<file path="src/rtl/udseq_pkg.sv">
// Shared types and constants for the up/down sequence controller.
// Optional feature macro: UDSEQ_PASS_IDX_EN (see updown_seq_ctrl).
package udseq_pkg;

    // Controller states; RUN_UP/RUN_DN are the only states presenting valid data.
    typedef enum logic [1:0] {
        IDLE   = 2'b00,
        RUN_UP = 2'b01,
        RUN_DN = 2'b10,
        FIN    = 2'b11
    } state_t;

    // Direction mode encodings as seen on the mode input.
    localparam logic [1:0] MODE_UP  = 2'b00;
    localparam logic [1:0] MODE_DN  = 2'b01;
    localparam logic [1:0] MODE_PP  = 2'b10;
    localparam logic [1:0] MODE_RSV = 2'b11;

    // A start request is only honoured for a defined mode.
    function automatic logic mode_ok(input logic [1:0] m);
        return m != MODE_RSV;
    endfunction

endpackage

</file>
<file path="src/rtl/updown_seq_ctrl_step.sv">
// updown_step: N-bit loadable up/down count register.
// load has priority over en; dir=1 counts up, dir=0 counts down.
// Range checks live in the controller, so this register never needs to wrap.
module updown_step #(
    parameter int N = 4
) (
    input  logic         clk,
    input  logic         rst_n,
    input  logic         load,
    input  logic [N-1:0] load_val,
    input  logic         en,
    input  logic         dir,
    output logic [N-1:0] q
);

    // Count register: load a pass start value or step by one.
    always_ff @(posedge clk or negedge rst_n) begin
        // NOTE: sequential state uses non-blocking assignments so every flop samples pre-edge values.
        if (!rst_n) begin
            q <= '0;
        end else if (load) begin
            q <= load_val;
        end else if (en) begin
            q <= dir ? q + 1'b1 : q - 1'b1;
        end
    end

endmodule

</file>
<file path="src/rtl/updown_seq_ctrl.sv">
// updown_seq_ctrl: steps a count register through [lo, hi] in up, down or
// ping-pong order for repeats+1 passes, presenting each value on a
// valid/ready handshake.
// Optional feature: define UDSEQ_PASS_IDX_EN to add the pass_idx output.
module updown_seq_ctrl
    import udseq_pkg::*;
#(
    parameter int N     = 4,
    parameter int REP_W = 4
) (
    input  logic             clk,
    input  logic             rst_n,
    input  logic             start,
    input  logic [1:0]       mode,
    input  logic [N-1:0]     lo,
    input  logic [N-1:0]     hi,
    input  logic [REP_W-1:0] repeats,
    input  logic             abort,
    output logic [N-1:0]     value,
    output logic             valid,
    input  logic             ready,
    output logic             last,
    output logic             busy,
    output logic             done,
    output logic             err
`ifdef UDSEQ_PASS_IDX_EN
    ,
    output logic [REP_W-1:0] pass_idx
`endif
);

    state_t           state, state_n;
    logic [1:0]       mode_q;
    logic [N-1:0]     lo_q, hi_q;
    logic [REP_W-1:0] rep_cnt;
    logic             err_q, err_n;

    logic             cfg_load;
    logic             pass_adv;
    logic             pass_end;
    logic             step_load, step_en, step_dir;
    logic [N-1:0]     step_load_val;
    logic [N-1:0]     cur_val;

    updown_step #(.N(N)) u_step (
        .clk      (clk),
        .rst_n    (rst_n),
        .load     (step_load),
        .load_val (step_load_val),
        .en       (step_en),
        .dir      (step_dir),
        .q        (cur_val)
    );

    // The presented value is the end of the current pass: hi on an up run
    // (or a single-value ping-pong), lo on any down run.
    assign pass_end = ((state == RUN_UP) && (cur_val == hi_q) &&
                       ((mode_q == MODE_UP) || (lo_q == hi_q))) ||
                      ((state == RUN_DN) && (cur_val == lo_q));

    assign valid = (state == RUN_UP) || (state == RUN_DN);
    assign busy  = (state != IDLE);
    assign done  = (state == FIN);
    assign last  = valid && pass_end && (rep_cnt == '0);
    assign value = cur_val;
    assign err   = err_q;

    // Next-state and count-register control; value only moves on a handshake.
    always_comb begin
        // NOTE: every signal gets a default before the case so no path can infer a latch.
        state_n       = state;
        step_load     = 1'b0;
        step_load_val = lo_q;
        step_en       = 1'b0;
        step_dir      = 1'b1;
        cfg_load      = 1'b0;
        pass_adv      = 1'b0;
        err_n         = 1'b0;
        case (state)
            IDLE: begin
                if (start && !abort) begin
                    if ((lo > hi) || !mode_ok(mode)) begin
                        err_n = 1'b1;
                    end else begin
                        cfg_load  = 1'b1;
                        step_load = 1'b1;
                        if (mode == MODE_DN) begin
                            step_load_val = hi;
                            state_n       = RUN_DN;
                        end else begin
                            step_load_val = lo;
                            state_n       = RUN_UP;
                        end
                    end
                end
            end
            RUN_UP, RUN_DN: begin
                if (abort) begin
                    state_n = IDLE;
                end else if (ready) begin
                    if (pass_end) begin
                        if (rep_cnt == '0) begin
                            state_n = FIN;
                        end else begin
                            // Next pass restarts at its own start value.
                            pass_adv  = 1'b1;
                            step_load = 1'b1;
                            if (mode_q == MODE_DN) begin
                                step_load_val = hi_q;
                                state_n       = RUN_DN;
                            end else begin
                                step_load_val = lo_q;
                                state_n       = RUN_UP;
                            end
                        end
                    end else if (state == RUN_UP) begin
                        step_en = 1'b1;
                        if ((mode_q == MODE_PP) && (cur_val == hi_q)) begin
                            // Turn around: hi is not repeated on the way down.
                            step_dir = 1'b0;
                            state_n  = RUN_DN;
                        end
                    end else begin
                        step_en  = 1'b1;
                        step_dir = 1'b0;
                    end
                end
            end
            FIN: begin
                state_n = IDLE;
            end
            default: begin
                state_n = IDLE;
            end
        endcase
    end

    // State register plus the registered error pulse.
    always_ff @(posedge clk or negedge rst_n) begin
        if (!rst_n) begin
            state <= IDLE;
            err_q <= 1'b0;
        end else begin
            state <= state_n;
            err_q <= err_n;
        end
    end

    // Configuration latched at an accepted start; held for the whole sequence.
    always_ff @(posedge clk or negedge rst_n) begin
        if (!rst_n) begin
            mode_q <= MODE_UP;
            lo_q   <= '0;
            hi_q   <= '0;
        end else if (cfg_load) begin
            mode_q <= mode;
            lo_q   <= lo;
            hi_q   <= hi;
        end
    end

    // Remaining-pass counter, independent of the value register; saturates at 0.
    always_ff @(posedge clk or negedge rst_n) begin
        if (!rst_n) begin
            rep_cnt <= '0;
        end else if (cfg_load) begin
            rep_cnt <= repeats;
        end else if (pass_adv && (rep_cnt != '0)) begin
            rep_cnt <= rep_cnt - 1'b1;
        end
    end

`ifdef UDSEQ_PASS_IDX_EN
    // 0-based index of the pass currently being emitted.
    always_ff @(posedge clk or negedge rst_n) begin
        if (!rst_n) begin
            pass_idx <= '0;
        end else if (cfg_load) begin
            pass_idx <= '0;
        end else if (pass_adv) begin
            pass_idx <= pass_idx + 1'b1;
        end
    end
`endif

endmodule

</file>
<file path="config.mk">
export PLATFORM = sky130hd
export DESIGN_NAME = updown_seq_ctrl
export DESIGN_NICKNAME = d
export VERILOG_FILES = /design/src/rtl/udseq_pkg.sv /design/src/rtl/updown_seq_ctrl_step.sv /design/src/rtl/updown_seq_ctrl.sv
export SDC_FILE = /design/constraint.sdc
export NUM_CORES = 1
export LEC_CHECK = 0
export ABC_CLOCK_PERIOD_IN_PS = 2400
export CAP_MARGIN = 5
export CORE_MARGIN = 2
export CORE_UTILIZATION = 50
export CTS_BUF_LIST = sky130_fd_sc_hd__clkbuf_2
export CTS_CLUSTER_DIAMETER = 80
export CTS_CLUSTER_SIZE = 8
export DETAILED_ROUTE_END_ITERATION = 16
export PLACE_DENSITY = 0.78
export SETUP_SLACK_MARGIN = 0.3
export SYNTH_ARGS = -nofsm -noshare
export SYNTH_HDL_FRONTEND = slang
export SYNTH_HIERARCHICAL = 1
export SYNTH_SLANG_ARGS = --single-unit
</file>
<file path="constraint.sdc">
create_clock -name clk -period 2.4 [get_ports clk]
set_input_delay 0.36 -clock clk [delete_from_list [all_inputs] [get_ports clk]]
set_output_delay 0.36 -clock clk [all_outputs]
set_load 0.01 [all_outputs]
</file>
Word level (Yosys, flattened, before mapping)
Cells that the tools add are included.
- output and inout port bits: 9
- flip-flop bits (word level): 21
- input bits: 19
- add/sub/neg operators: 3
- mux-type cells: 47
- $lt $le $gt $ge: 1
- reductions and logical operators: 23
- eq/ne operators: 15
- operators by type and width (operator ; number):
    4-bit 2-to-1 mux ; 13
    1-bit 2-to-1 mux ; 21
    2-bit 2-to-1 mux ; 10
    4-bit == test ; 3
    1-bit logical AND ; 8
    4-bit inequality test (second input constant) ; 2
    4-bit case mux with 2 select lines ; 1
    4-bit by 1-bit subtractor with 4-bit output (second input constant) ; 2
    2-bit by 1-bit == test with 1-bit output (second input constant) ; 3
    2-bit == test (second input constant) ; 3
    2-bit inequality test (second input constant) ; 3
    2-bit case mux with 3 select lines ; 1
    2-bit nonzero test ; 3
    5-bit AND reduction ; 1
    4-bit by 1-bit adder with 4-bit output (second input constant) ; 1
    4-bit greater-than comparator ; 1
    2-bit zero test ; 2
    4-bit zero test ; 1
    1-bit logical OR ; 4
    4-bit nonzero test ; 1
    3-bit inequality test (second input constant) ; 1
    1-bit zero test ; 2
    1-bit case mux with 2 select lines ; 1
    2-bit OR reduction ; 1

Logic depth before layout (Yosys ltp)
- word-level depth: 11
- depth in mapped cells: 13
- depth with buffers taken out: 11

Hierarchy
Netlist, hierarchy kept.
- modules (own cells, without submodules) (module ; cells each ; instances ; area each (um^2)):
    updown_seq_ctrl ; 169 ; 1 ; 1418.9
    updown_step ; 32 ; 1 ; 311.5

Worst setup path before layout
OpenSTA, ideal clock, no wires.
- kind: input -> register
- from: input hi[1]
- to: register u_step.q[3]
- cell stages on the path: 12
- path buffers: 2
- data arrival time: 2.686 ns
- setup slack: -0.355 ns
- required time: 2.331 ns
- cells stage by stage: inv_1 ha_1 nor2b_1 o21ai_0 a21oi_1 or3_1 buf_2 clkbuf_1 a21oi_1 or4b_1 a221o_1 nand3_1
- cells in the longest elaborated chain, start to end: 6
- RTL lines (element ; line ; source):
    from (decl) ; updown_seq_ctrl.sv:16 ; input logic [N-1:0] hi,
    4-bit greater-than comparator * ; updown_seq_ctrl.sv:82 ; if ((lo > hi) || !mode_ok(mode)) begin
    1-bit logical OR * ; updown_seq_ctrl.sv:82 ;
    1-bit 2-to-1 mux * ; updown_seq_ctrl.sv:82 ;
    1-bit 2-to-1 mux * ; updown_seq_ctrl.sv:81 ; if (start && !abort) begin
    1-bit case mux with 2 select lines * ; updown_seq_ctrl.sv:79 ; case (state)
    net step_load ; updown_seq_ctrl.sv:41 ; logic step_load, step_en, step_dir;
    4-bit 2-to-1 mux or 2-bit nonzero test (tied branches) ; n/a ;
    to (signal assigned) ; updown_seq_ctrl_step.sv:22 ; q <= load_val;
    to (signal assigned) ; updown_seq_ctrl_step.sv:24 ; q <= dir ? q + 1'b1 : q - 1'b1;
    to (decl) ; updown_seq_ctrl_step.sv:13 ; output logic [N-1:0] q
Mark *: on every way through the listed nets, which the timed path passes. The rest lies on a longest branch.
A chain may end at the register's enable or synchronous reset.

Worst setup path after layout
- from: register u_step.q[2]
- to: register u_step.q[3]
- cells in the longest elaborated chain, start to end: 11
- RTL lines (element ; line ; source):
    4-bit == test ; updown_seq_ctrl.sv:57, updown_seq_ctrl.sv:118 ;
    1-bit logical AND (on tied branches) ; updown_seq_ctrl.sv:118, updown_seq_ctrl.sv:57 ;
    1-bit 2-to-1 mux or 1-bit logical AND (tied branches) ; updown_seq_ctrl.sv:118, updown_seq_ctrl.sv:57 ;
    1-bit 2-to-1 mux or 1-bit logical OR (tied branches) ; updown_seq_ctrl.sv:116, updown_seq_ctrl.sv:58 ;
    1-bit 2-to-1 mux * ; updown_seq_ctrl.sv:101 ; if (pass_end) begin
    1-bit 2-to-1 mux * ; updown_seq_ctrl.sv:100 ; end else if (ready) begin
    1-bit 2-to-1 mux * ; updown_seq_ctrl.sv:98 ; if (abort) begin
    1-bit 2-to-1 mux * ; updown_seq_ctrl.sv:79 ;
    net step_dir ; updown_seq_ctrl.sv:41 ;
    4-bit 2-to-1 mux * ; updown_seq_ctrl_step.sv:24 ;
    4-bit 2-to-1 mux * ; updown_seq_ctrl_step.sv:23 ; end else if (en) begin
    4-bit 2-to-1 mux * ; updown_seq_ctrl_step.sv:21 ; end else if (load) begin
Mark *: on every way through the listed nets, which the timed path passes. The rest lies on a longest branch. The select of a mux whose other input is x is not followed.

==> tab_implementation.tex <==
\begin{tabular}{lr}
\hline
Metric & Value \\
\hline
\multicolumn{2}{l}{\textbf{Critical path}} \\
Maximum fanout encountered on the critical timing path & 3 \\
Crit path kind & reg -> reg \\
Internal reg-to-reg setup slack & -0.03 ns \\
Worst setup path end & u\_step/q[3]\$\_DFFE\_PN0P\_ \\
Endpoint of the most critical register-to-register path & u\_step/q[3]\$\_DFFE\_PN0P\_ \\
Number of cells on the worst reg-to-reg path & 9 \\
CP startpoint & u\_step/q[2]\$\_DFFE\_PN0P\_ \\
Element type at the critical path start & register \\
Worst reg2reg startpoint & u\_step/q[2]\$\_DFFE\_PN0P\_ \\
Critical path required time & 2.70 ns \\
Crit. End Element & register \\
Arrival @ worst endpoint & 2.73 ns \\
\multicolumn{2}{l}{\textbf{Synthesis}} \\
Distinct cells, synth & 50 \\
Sequential element share of the synthesized area & 30.4\% \\
Post-synth design cell area & 0.00173 mm² \\
Synth Net Count & 233 \\
Top area cells in the synthesized netlist & dfrtp\_1 (30\%), ha\_1 (8.7\%), nand2\_1 (7.2\%), xor2\_1 (5.1\%), xnor2\_1 (3.5\%) \\
Average instance area after synthesis & 8.61 µm² \\
Proportion of synthesized flip-flops having asynchronous set or reset & 100\% \\
Synthesized instance count & 201 \\
Predominant post-synthesis flop cell & dfrtp\_1 \\
Flop and latch count out of synthesis & 21 \\
Number of enable-type register cells in the synthesized netlist & 0 \\
Largest area contributor in the netlist & dfrtp\_1 \\
Post-synth top area share & 30.4\% \\
Total number of yosys warnings & 6 \\
\multicolumn{2}{l}{\textbf{STA}} \\
Final Setup Violations & 1 \\
Min cycle time layout & 2.43 ns \\
Final critical-path setup slack & -0.0309 ns \\
Worst slew margin relative to its limit & 65.3\% \\
Final period utilization & 101\% \\
Max Clk Rate & 411 MHz \\
Post-route clock skew & 0.00606 ns \\
Final count of pins violating max slew & 0 \\
Setup TNS & -0.0309 ns \\
Unrepaired setup endpoints after global routing & yes \\
Number of failing hold endpoints at the final stage & 0 \\
Worst-margin pin slew & 0.519 ns \\
\multicolumn{2}{l}{\textbf{Final layout}} \\
Nets & 304 \\
Number of diodes & 0 \\
Synth-to-Final Area Change & 52.1\% \\
Number of standard cells in the layout, taps in and fillers out & 317 \\
Fraction of layout instances using a drive strength above 1 & 33.6\% \\
\multicolumn{2}{l}{\textbf{Clock tree}} \\
Total CTS buffers & 3 \\
TritonCTS clock tree & done \\
Number of levels the H-tree was split into & 1 \\
Number of buffers inserted for hold repair after clock tree synthesis & 0 \\
Clock root buffer master & clkbuf\_2 \\
Buffer levels on the longest clock path & 2 \\
Clock slew at the register clock pins of the worst setup and hold paths & 0.22 ns \\
Clock latency at the later pin of the worst-skew pair & 0.34 ns \\
Sinks on the clock net & 21 \\
\multicolumn{2}{l}{\textbf{Detailed routing}} \\
Routed Wire Length & 4.85 mm \\
Violation count after the first detailed-route iteration & 153 \\
First-pass iteration count of the detailed router & 4 \\
Detailed-route vias per instance & 5.53 \\
WL/cell & 15.3 µm \\
DRC viols & 0 \\
Total number of vias & 1753 \\
Count of antenna-violating nets left after detailed routing & 0 \\
\multicolumn{2}{l}{\textbf{GRT}} \\
Pin count of the biggest net entering global routing & 17 \\
Total overflow reported by the global router & 0 \\
Wire length of the first global-routing pass & 7.96 mm \\
Antenna violations before repair & 0 \\
Total global-route track usage & 25.1\% \\
Number of global-route vias before repair & 1809 \\
\multicolumn{2}{l}{\textbf{Placement}} \\
Detailed placer's ending HPWL & 3.61 mm \\
Count of buffers inserted at the top-level ports & 27 \\
RePlAce Congestion & 0.902 \\
Placed cell count & 302 \\
\multicolumn{2}{l}{\textbf{Run status}} \\
Violations in the final reports & negative setup slack \\
Status & complete, but fails checks \\
\multicolumn{2}{l}{\textbf{Power}} \\
Ratio of total power to cell area & 1020 mW/mm² \\
Sequential group share of total power & 26.4\% \\
Clk network pwr share & 5.9\% \\
Switching portion of total power & 44.6\% \\
Int Power & 1490 µW \\
Power spent charging and discharging nets & 1200 µW \\
Peak VDD IR & 0.428 mV \\
Reported leakage power & 0.00118 µW \\
Combinational group share of total power & 67.7\% \\
\multicolumn{2}{l}{\textbf{Job}} \\
Maximum Capacitance Violations & 0 \\
\multicolumn{2}{l}{\textbf{Floorplan}} \\
Die outline area & 0.00395 mm² \\
Placeable core region & 0.00334 mm² \\
Starting utilization of the core area & 51.9\% \\
Die X-Extent & 62.8 µm \\
Floorplan die height & 62.8 µm \\
IO Count & 28 \\
Rows & 21 \\
\multicolumn{2}{l}{\textbf{Hold path}} \\
Kind of path behind the tightest hold check & in -> async \\
\hline
\end{tabular}
## synth_stat cells (5+ instances only)
cell     instances
nand2_1         33
inv_1           14
nor3_1           7
ha_1            12
mux2i_1          5
o21ai_1          5
dfrtp_1         21
xnor2_1          7
nor2_1          14
o21ai_0         10
a21oi_1          6
xor2_1          10
nor2b_1          5
## layer usage
layer / GRT usage (%) / share of wire (%)
met5: 0 / 0
met4: 8.61 / 2.0
met3: 3.78 / 4.2
met2: 45.8 / 52
met1: 29.9 / 42
## worst max-delay path, stage by stage (launching register included)
cell	delay, ns
dfrtp_2	0.51
xor2_2	0.20
nor4_4	0.34
buf_4	0.18
nand3b_1	0.12
nand2_1	0.11
nand2_2	0.09
or4b_1	0.47
a221o_1	0.31
nand3_1	0.07
## placed cells by master, fill, tap and decap left out, types with 5 or more instances in the layout
cell type,count
buf_6,5
nor2_1,12
dfrtp_2,6
inv_1,11
ha_1,7
nor2b_1,5
nor3_1,6
ha_4,5
xnor2_1,7
nand2_1,31
o21ai_1,10
dfrtp_1,15
buf_4,40
mux2i_1,5
xor2_1,7
clkdlybuf4s50_1,22
## power by group through the flow
| stage | Sequential [µW] | Clock (µW) | Combinational [µW] |
|---|---|---|---|
| 2_1_floorplan | 724 | 0 | 996 |
| 3_3_place_gp | 705 | 0 | 1470 |
| 3_5_place_dp | 719 | 0 | 1540 |
| 4_1_cts | 713 | 157 | 1680 |
| 5_1_grt | 733 | 173 | 1980 |
| 6_report | 710 | 159 | 1820 |
## cell type report
cell class / instances / area, µm²
Clock buffer: 3 / 15.0
Clock inverter: 1 / 5.00
Multi-Input combinational cell: 160 / 1330
Timing Repair Buffer: 72 / 624
Inverter: 14 / 67.6
Fill cell: 216 / 704
Sequential cell: 21 / 533
Tap cell: 46 / 57.6
## state kept, by name (all words and copies together), names as in the netlist
register / cells
mode_q: 2
hi_q: 4
u_step/q: 4
rep_cnt: 4
state: 2
err: 1
lo_q: 4
## stage by stage
| stage | power, µW | setup WS [ns] | hold slack, ns | utilization (%) | cell area [µm²] |
|---|---|---|---|---|---|
| 6_report | 2690 | -0.0309 | 0.317 | 78.9 | 2630 |
| 5_1_grt | 2890 | -0.120 | 0.341 | 78.9 | 2630 |
| 4_1_cts | 2550 | 0.0873 | 0.335 | 76.3 | 2540 |
| 3_5_place_dp | 2260 | -0.452 | 0.523 | 71.8 | 2400 |
| 3_3_place_gp | 2180 | -0.403 | 0.506 | 71.8 | 2400 |
| 2_1_floorplan | 1720 | 0.0178 | 0.0644 | - | 1860 |
## timing repair
| action | 4_1_cts | 5_1_grt |
|---|---|---|
| setup buffers | 8 | 3 |
| setup endpoints to repair | 9 | 12 |
| resized for setup | 21 | 16 |
| pin swaps | 16 | 11 |
| cloned | 0 | 0 |
## worst min path at each step
stage	startpoint	endpoint	slack, ns
2_1_floorplan	rst_n	err$_DFF_PN0_	0.06
3_3_place_gp	mode_q[0]$_DFFE_PN0P_	mode_q[0]$_DFFE_PN0P_	0.51
3_5_place_dp	mode_q[0]$_DFFE_PN0P_	mode_q[0]$_DFFE_PN0P_	0.52
4_1_cts	rst_n	mode_q[0]$_DFFE_PN0P_	0.34
5_1_grt	rst_n	mode_q[0]$_DFFE_PN0P_	0.34
6_report	rst_n	mode_q[0]$_DFFE_PN0P_	0.32
## cell families after synthesis
logic type	count (synthesis)	share of synthesized area (%)
DFF	21	30.4
adders and majority gates	13	9.83
muxes	7	4.41
and+or+nand+nor	83	24.9
AOI/OAI and AO/OA	40	17.3
buffers and inverters	20	4.63
xor gates and xnor gates	17	8.60
Power figures use the tool's default switching activity.
